$ cat src/rtl/alu_op_sequencer.sv
// ALU operation sequencer: accepts an opcode, loads the Y operand from the bus,
// runs one ALU cycle with operand A on the bus, then writes the result back.
//
// state    | meaning
// ---------+-----------------------------------------------------------
// S_IDLE   | waiting for start; illegal opcode pulses err next cycle
// S_LOAD_Y | bus_in captured into Y at the closing edge
// S_EXEC   | alu_ctrl driven, alu_result captured into Z and flags
// S_WRITE  | Z driven on the bus, done pulsed, then back to idle
module alu_op_sequencer (
  input  logic        clk,
  input  logic        rst_n,
  input  logic        start,
  input  logic [2:0]  opcode,
  input  logic [1:0]  shift_sel,
  input  logic [15:0] bus_in,
  input  logic [15:0] alu_result,
  output logic [15:0] y_shifted,
  output logic [2:0]  alu_ctrl,
  output logic [15:0] bus_out,
  output logic        bus_drive,
  output logic        busy,
  output logic        done,
  output logic        err,
  output logic        z_flag,
  output logic        n_flag
);

  typedef enum logic [1:0] {
    S_IDLE   = 2'd0,
    S_LOAD_Y = 2'd1,
    S_EXEC   = 2'd2,
    S_WRITE  = 2'd3
  } state_t;

  localparam logic [2:0] OP_ILLEGAL = 3'b111;

  state_t      state_q, state_d;
  logic [2:0]  op_q, op_d;
  logic [1:0]  shift_q, shift_d;
  logic [15:0] y_q, y_d;
  logic [15:0] z_q, z_d;
  logic        zf_q, zf_d;
  logic        nf_q, nf_d;
  logic        err_q, err_d;

  // State and datapath registers; reset puts flags at the "result zero" value.
  always_ff @(posedge clk or negedge rst_n) begin
    if (!rst_n) begin
      state_q <= S_IDLE;
      op_q    <= 3'b000;
      shift_q <= 2'b00;
      y_q     <= 16'h0000;
      z_q     <= 16'h0000;
      zf_q    <= 1'b1;
      nf_q    <= 1'b0;
      err_q   <= 1'b0;
    end else begin
      state_q <= state_d;
      op_q    <= op_d;
      shift_q <= shift_d;
      y_q     <= y_d;
      z_q     <= z_d;
      zf_q    <= zf_d;
      nf_q    <= nf_d;
      err_q   <= err_d;
    end
  end

  // Next-state and register-load logic; start is only looked at in idle.
  always_comb begin
    state_d = state_q;
    op_d    = op_q;
    shift_d = shift_q;
    y_d     = y_q;
    z_d     = z_q;
    zf_d    = zf_q;
    nf_d    = nf_q;
    err_d   = 1'b0;
    case (state_q)
      S_IDLE: begin
        if (start) begin
          if (opcode == OP_ILLEGAL) begin
            err_d = 1'b1;
          end else begin
            op_d    = opcode;
            shift_d = shift_sel;
            state_d = S_LOAD_Y;
          end
        end
      end
      S_LOAD_Y: begin
        y_d     = bus_in;
        state_d = S_EXEC;
      end
      S_EXEC: begin
        z_d     = alu_result;
        zf_d    = (alu_result == 16'h0000);
        nf_d    = alu_result[15];
        state_d = S_WRITE;
      end
      S_WRITE: begin
        state_d = S_IDLE;
      end
      default: begin
        state_d = S_IDLE;
      end
    endcase
  end

  // Y operand shifter; the shifted-out bit is dropped.
  always_comb begin
    y_shifted = y_q;
    case (shift_q)
      2'b00:   y_shifted = y_q;
      2'b01:   y_shifted = {y_q[14:0], 1'b0};
      2'b10:   y_shifted = {1'b0, y_q[15:1]};
      2'b11:   y_shifted = {y_q[15], y_q[15:1]};
      default: y_shifted = y_q;
    endcase
  end

  // Outputs decoded from the current state; the ALU sees a no-op code outside exec.
  always_comb begin
    alu_ctrl  = (state_q == S_EXEC) ? op_q : OP_ILLEGAL;
    bus_drive = (state_q == S_WRITE);
    bus_out   = (state_q == S_WRITE) ? z_q : 16'h0000;
    done      = (state_q == S_WRITE);
    busy      = (state_q != S_IDLE);
    err       = err_q;
    z_flag    = zf_q;
    n_flag    = nf_q;
  end

endmodule

$ cat config.mk
export PLATFORM = sky130hd
export DESIGN_NAME = alu_op_sequencer
export DESIGN_NICKNAME = d
export VERILOG_FILES = /design/src/rtl/alu_op_sequencer.sv
export SDC_FILE = /design/constraint.sdc
export NUM_CORES = 1
export LEC_CHECK = 0
export CAP_MARGIN = 20
export CORE_MARGIN = 2
export CORE_UTILIZATION = 67
export CTS_CLUSTER_DIAMETER = 100
export DETAILED_ROUTE_END_ITERATION = 12
export DONT_BUFFER_PORTS = 1
export PLACE_DENSITY = 0.91
export SYNTH_ARGS = -nofsm -noshare
export SYNTH_HDL_FRONTEND = slang
export SYNTH_SLANG_ARGS = --single-unit
$ cat constraint.sdc
create_clock -name clk -period 2.05 [get_ports clk]
set_input_delay 0.41 -clock clk [delete_from_list [all_inputs] [get_ports clk]]
set_output_delay 0.41 -clock clk [all_outputs]
set_load 0.01 [all_outputs]
==> flow_metrics.tcl, run 1 <==
set metrics [dict create \
    leakagePower_nw 0.978 \
    arrival_ns 1.54 \
    crit_slowest_cell "ha_1" \
    worstPathMaxFanout 18 \
    syn_nets 224 \
    syn_area_mm2 0.00214 \
    grt_pass1_vias 1249 \
    peakVddDrop_v 0.00100 \
    antenna_left 0 \
    finalWirelength_um 3900 \
    worstSetupPathType "register to output port" \
    synth_edf_count 0 \
    drive_above_1_share_pct 31.5 \
    grt_util_all_layers_pct 21.7 \
    place_worst_setup_slack_ns 0.235 \
    fillers 222 \
    crit_path_end_kind "output port" \
    worst_slew_pin_slew_ns 0.526 \
    maxCapViolations 0 \
    grt_start_max_net_pins 42 \
    drv_slew 0 \
    hold_viol_final 0 \
    outcome "finished, final reports clean" \
    period_needed_ns 1.95 \
    ctsHtreeMaxLevel 2 \
    relSlewSlack_pct 64.9 \
    gp_congestion 0.694 \
    dr.pass1.iters 4 \
    yosysWarnings 0 \
    setup_viol 0 \
    fin_ws_ns 0.0950 \
    critical-path-top-delay-family "adder cells" \
    synth_seq_cells 41 \
    synth.distinct_cells 29 \
    port_buffers 0 \
    die_area_mm2 0.00367 \
    drtIter0Drc 60 \
    placementRows 20 \
    path_cells "ha_1 > and2_1" \
    fin_skew_ns 0.0120 \
    tritoncts "yes" \
    grt_pass1_wl_um 5730 \
    syn_to_final_growth_pct 5.78 \
    cpPeakStageDelay_ns 0.51 \
    synth_area_leaders "dfrtp_1 47%, mux2_2 17%, mux2i_1 7.5%, and2_1 4.7%, ha_1 2.9%" \
    clock_path_buffers 2 \
    yosysSeqAreaShare_pct 47.9 \
    worst-path-buf-inv 0 \
    syn_avg_cell_area_um2 12.0 \
    antenna_cells 0 \
    initial_utilization_pct 70.2 \
    fin_nets 225 \
    ys_top_cells_by_count "40 x dfrtp_1, 33 x mux2_2, 16 x and2_1, 16 x mux2i_1, 14 x nand2_1" \
    wl_per_cell_um 17.3 \
    async_flop_share_pct 100 \
    synth_cells 179 \
    die_y_um 60.6 \
    crit_path_start_kind "register" \
    min_path_type "input port to register" \
    cts_buffers 5 \
    core_area_mm2 0.00305 \
    clkSlewWorstSetupHoldPaths_ns 0.12 \
    num_io_pins 81 \
    rsz0062_at_grt "false" \
    antenna_found_initial 0 \
    synth_most_common_cell "dfrtp_1" \
    root_buffer "clkbuf_4" \
    drc 0 \
    final.setup.tns_ns 0 \
    final.period_utilization_pct 95.4 \
    viasPerCell 5.78 \
    max_freq_mhz 512 \
    clock_latency_ns 0.34 \
    power.density_mw_per_mm2 1780 \
    required_ns 1.64 \
    synth_top_area_share_pct 46.7 \
    numClockSinks 41 \
    synth_area_leader_cell "dfrtp_1" \
    synthFlopType "dfrtp_1" \
    dr_total_vias 1301 \
    grt-ovfl-total 0 \
    fp.dieW_um 60.6 \
    dp_hpwl_um 2840 \
]
## sequential cells by signal, summed over array words and instances, names as in the netlist
| register | count |
|---|---|
| z_q | 16 |
| y_q | 16 |
| err | 1 |
| z_flag | 1 |
| op_q | 3 |
| shift_q | 2 |
| state_q | 2 |
## layout make-up
| type | count | area [µm²] | share of cell area, % |
|---|---|---|---|
| Multi-Input combinational cell | 123 | 1010 | 44.6 |
| Inverter | 4 | 15.0 | 0.662 |
| Timing Repair Buffer | 5 | 52.6 | 2.32 |
| Clock buffer | 5 | 37.5 | 1.66 |
| Sequential cell | 41 | 1030 | 45.4 |
| Clock inverter | 3 | 65.1 | 2.87 |
| Tap cell | 44 | 55.1 | 2.43 |
## stage by stage
stage	utilization [%]	instance area, µm²	total power (W)	std cells	hold slack, ns
floorplan	-	2140	0.00320	179	0.114
global placement	69.8	2130	0.00328	215	0.115
detailed placement	69.8	2130	0.00341	215	0.115
CTS	74.3	2270	0.00406	225	0.193
global route	74.3	2270	0.00431	225	0.175
finish	74.3	2270	0.00403	225	0.206
## cell usage in the layout (no fill, tap or decap), types with 3 or more instances in the layout
master,netlist,layout
nand2b_1,3,3
o21ai_0,8,8
mux2_4,3,3
clkbuf_4,0,5
mux2i_1,16,16
ha_1,5,5
and2_1,16,16
o21ai_1,7,7
nand2_1,14,14
mux2_2,33,33
nor2_1,3,3
dfrtp_1,40,38
nor4_1,3,3
inv_1,4,4
buf_4,3,3
## layer usage
layer / vias up / GRT usage (%) / share of wire [%]
li1: 621 / - / -
met3: 2 / 6.18 / 6.4
met1: 624 / 25.1 / 39
met2: 54 / 38.9 / 54
met5: - / 0 / 0
met4: 0 / 6.52 / 0.54
## worst paths after layout
path                                         from                endpoint  slack, ns  depth (start not counted)
max                        state_q[1]$_DFFE_PN0P_              bus_out[1]        0.1                          2
min                                     opcode[0]           err$_DFF_PN0_       0.21                          2
min reg2reg                   op_q[0]$_DFFE_PN0P_     op_q[0]$_DFFE_PN0P_       0.50                          1
min in group asynchronous                   rst_n      z_q[3]$_DFFE_PN0N_       0.52                          2
max reg2reg                state_q[0]$_DFFE_PN0P_  state_q[1]$_DFFE_PN0P_       0.52                          5
max in group asynchronous                   rst_n      z_flag$_DFFE_PN1N_       1.28                          2
## kinds of logic after synthesis
kind of cell | Yosys count | synth area share, %
multiplexers | 52 | 26.9
AND/OR/NAND/NOR | 46 | 11.9
flip-flops | 41 | 47.9
AO/OA/AOI/OAI | 20 | 5.55
buffers and inverters | 15 | 4.84
adder cells (fa/ha/maj) | 5 | 2.92
## worst register-to-register path, delay by kind of cell (launching register included)
kind	cells	cell delay [ns]
buf+inv	2	0.25
flops	1	0.42
mux	1	0.36
fa+ha+maj	1	0.22
compound gates	1	0.18
## repair_timing
item                                   4_1_cts  5_1_grt
gates resized for setup                      2        0
hold buffers                                 2        0
setup endpoints to repair                   15        0
setup buffers                                0        0
endpoints found under the hold margin       41        0
## power breakdown
part	leakage (nW)	internal, W	switching [W]
registers	0.476	0.00121	0.000441
clock network	0.0552	0.000378	0.000255
logic	0.446	0.000875	0.000872
Note: power is estimated with default switching activity, not from simulation.
==> run 2, diff against run 1 <==
--- a/config.mk
+++ b/config.mk
@@ -7,11 +7,11 @@
 export LEC_CHECK = 0
 export CAP_MARGIN = 20
 export CORE_MARGIN = 2
-export CORE_UTILIZATION = 67
+export CORE_UTILIZATION = 56
 export CTS_CLUSTER_DIAMETER = 100
 export DETAILED_ROUTE_END_ITERATION = 12
 export DONT_BUFFER_PORTS = 1
-export PLACE_DENSITY = 0.91
+export PLACE_DENSITY = 0.82
 export SYNTH_ARGS = -nofsm -noshare
 export SYNTH_HDL_FRONTEND = slang
 export SYNTH_SLANG_ARGS = --single-unit
==> constraint.sdc (replaced) <==
create_clock -name clk -period 1.6 [get_ports clk]
set_input_delay 0.32 -clock clk [delete_from_list [all_inputs] [get_ports clk]]
set_output_delay 0.32 -clock clk [all_outputs]
set_load 0.01 [all_outputs]
==> flow_metrics.tcl, run 2 (synthesis gave the netlist of run 1 again) <==
set metrics [dict create \
    finalWirelength_um 4400 \
    worstSetupPathType "register to output port" \
    cts_buffers 5 \
    dpl_cell_area_mm2 0.00229 \
    drtIter0Drc 67 \
    core_area_mm2 0.00366 \
    power.density_mw_per_mm2 2350 \
    die_y_um 65.9 \
    fin_nets 241 \
    grt_pass1_vias 1427 \
    worst_slew_pin_slew_ns 0.287 \
    num_io_pins 81 \
    hold_viol_final 0 \
    drc 0 \
    layout_commonest_cell "dfrtp_1" \
    clock_latency_ns 0.28 \
    leakagePower_nw 1.09 \
    worstPathMaxFanout 18 \
    grt_pass1_wl_um 6830 \
    dr_total_vias 1364 \
    root_buffer "clkbuf_8" \
    crit_path_end_kind "output port" \
    grt_start_max_net_pins 42 \
    ctsHtreeMaxLevel 2 \
    gp_congestion 0.758 \
    min_path_type "input port to register" \
    total_power_w 0.00589 \
    setup_viol 1 \
    place_worst_setup_slack_ns 0.112 \
    max_freq_mhz 622 \
    wl_per_cell_um 18.0 \
    grt_util_all_layers_pct 21.0 \
    antenna_cells 0 \
    fin_area_mm2 0.00250 \
    hold_slack_ns 0.180 \
    drv_slew 0 \
    outcome "finished with violations" \
    fin_skew_ns 0.00431 \
    final.period_utilization_pct 100 \
    viasPerCell 5.57 \
    final.setup.tns_ns -0.00717 \
    tritoncts "yes" \
    layout_common_cells "38 x dfrtp_1, 33 x mux2_2, 16 x and2_1, 15 x mux2i_1, 14 x nand2_1" \
    port_buffers 0 \
    arrival_ns 1.29 \
    clock_path_buffers 2 \
    reg.largest.list "y_q: 16 flops, z_q: 16 flops, op_q: 3 flops" \
    peakVddDrop_v 0.00104 \
    fillers 291 \
    numClockSinks 41 \
    initial_utilization_pct 58.5 \
    required_ns 1.28 \
    crit_path_start_kind "register" \
    regArea_mm2 0.00103 \
    period_needed_ns 1.61 \
    drive_above_1_share_pct 39.1 \
    dr.pass1.iters 4 \
    syn_to_final_growth_pct 16.9 \
    placementRows 22 \
    grt-ovfl-total 0 \
    failed_checks "setup timing" \
    maxCapViolations 0 \
    multi_input_area_mm2 0.00106 \
    fin_ws_ns -0.00717 \
    fp.dieW_um 65.9 \
    antenna_found_initial 0 \
    antenna_left 0 \
    relSlewSlack_pct 80.7 \
    dp_hpwl_um 3080 \
    rsz0062_at_grt "true" \
    die_area_mm2 0.00434 \
    clkSlewWorstSetupHoldPaths_ns 0.07 \
]
run 2: cell type report:
type                            instances  share of cell area, %
Tap cell                               48                   2.40
Clock buffer                            7                   3.05
Multi-Input combinational cell        123                   42.2
Sequential cell                        41                   41.1
Inverter                                4                  0.699
Clock inverter                          1                  0.200
Timing Repair Buffer                   21                   10.4
run 2: metal layers:
| layer | global-route usage, % | part of all wire (%) | vias up |
|---|---|---|---|
| met5 | 0 | 0 | - |
| met3 | 6.47 | 7.4 | 6 |
| met1 | 24.2 | 38 | 662 |
| met4 | 4.95 | 0.89 | 0 |
| met2 | 38.0 | 53 | 44 |
| li1 | - | - | 652 |
run 2: worst paths after layout:
kind,cells after the start,slack [ns],start,to
setup / recovery,4,-0.007,shift_q[0]$_DFFE_PN0P_,y_shifted[9]
hold / removal,1,0.18,shift_sel[1],shift_q[1]$_DFFE_PN0P_
setup reg to reg,5,0.07,state_q[1]$_DFFE_PN0P_,shift_q[0]$_DFFE_PN0P_
hold reg to reg,1,0.51,z_q[8]$_DFFE_PN0N_,z_q[8]$_DFFE_PN0N_
max in group asynchronous,2,0.83,rst_n,z_flag$_DFFE_PN1N_
min in group asynchronous,2,0.49,rst_n,y_q[6]$_DFFE_PN0N_
run 2: report_power, final:
group          total, W  switching [W]  internal [W]
registers       0.00199       0.000430       0.00156
logic           0.00327        0.00149       0.00179
clock network  0.000626       0.000321      0.000306
total           0.00589        0.00224       0.00366
run 2: critical path: stages (launching register included):
cell and delay (ns):
dfrtp_1 0.37, buf_12 0.18, mux2i_2 0.23, o21ai_1 0.08, buf_4 0.14
run 2: per-stage QoR:
stage	utilization, %	instances
5_1_grt	68.4	245
2_1_floorplan	-	179
6_report	68.4	245
3_3_place_gp	62.5	231
4_1_cts	66.5	242
3_5_place_dp	62.5	231
run 2: timing repair:
item | CTS | global route
endpoints found under the hold margin | 41 | 0
resized for setup | 7 | 9
endpoints found under the setup margin | 23 | 29
hold buffers | 2 | 0
buffers inserted | 0 | 3
cloned | 1 | 0
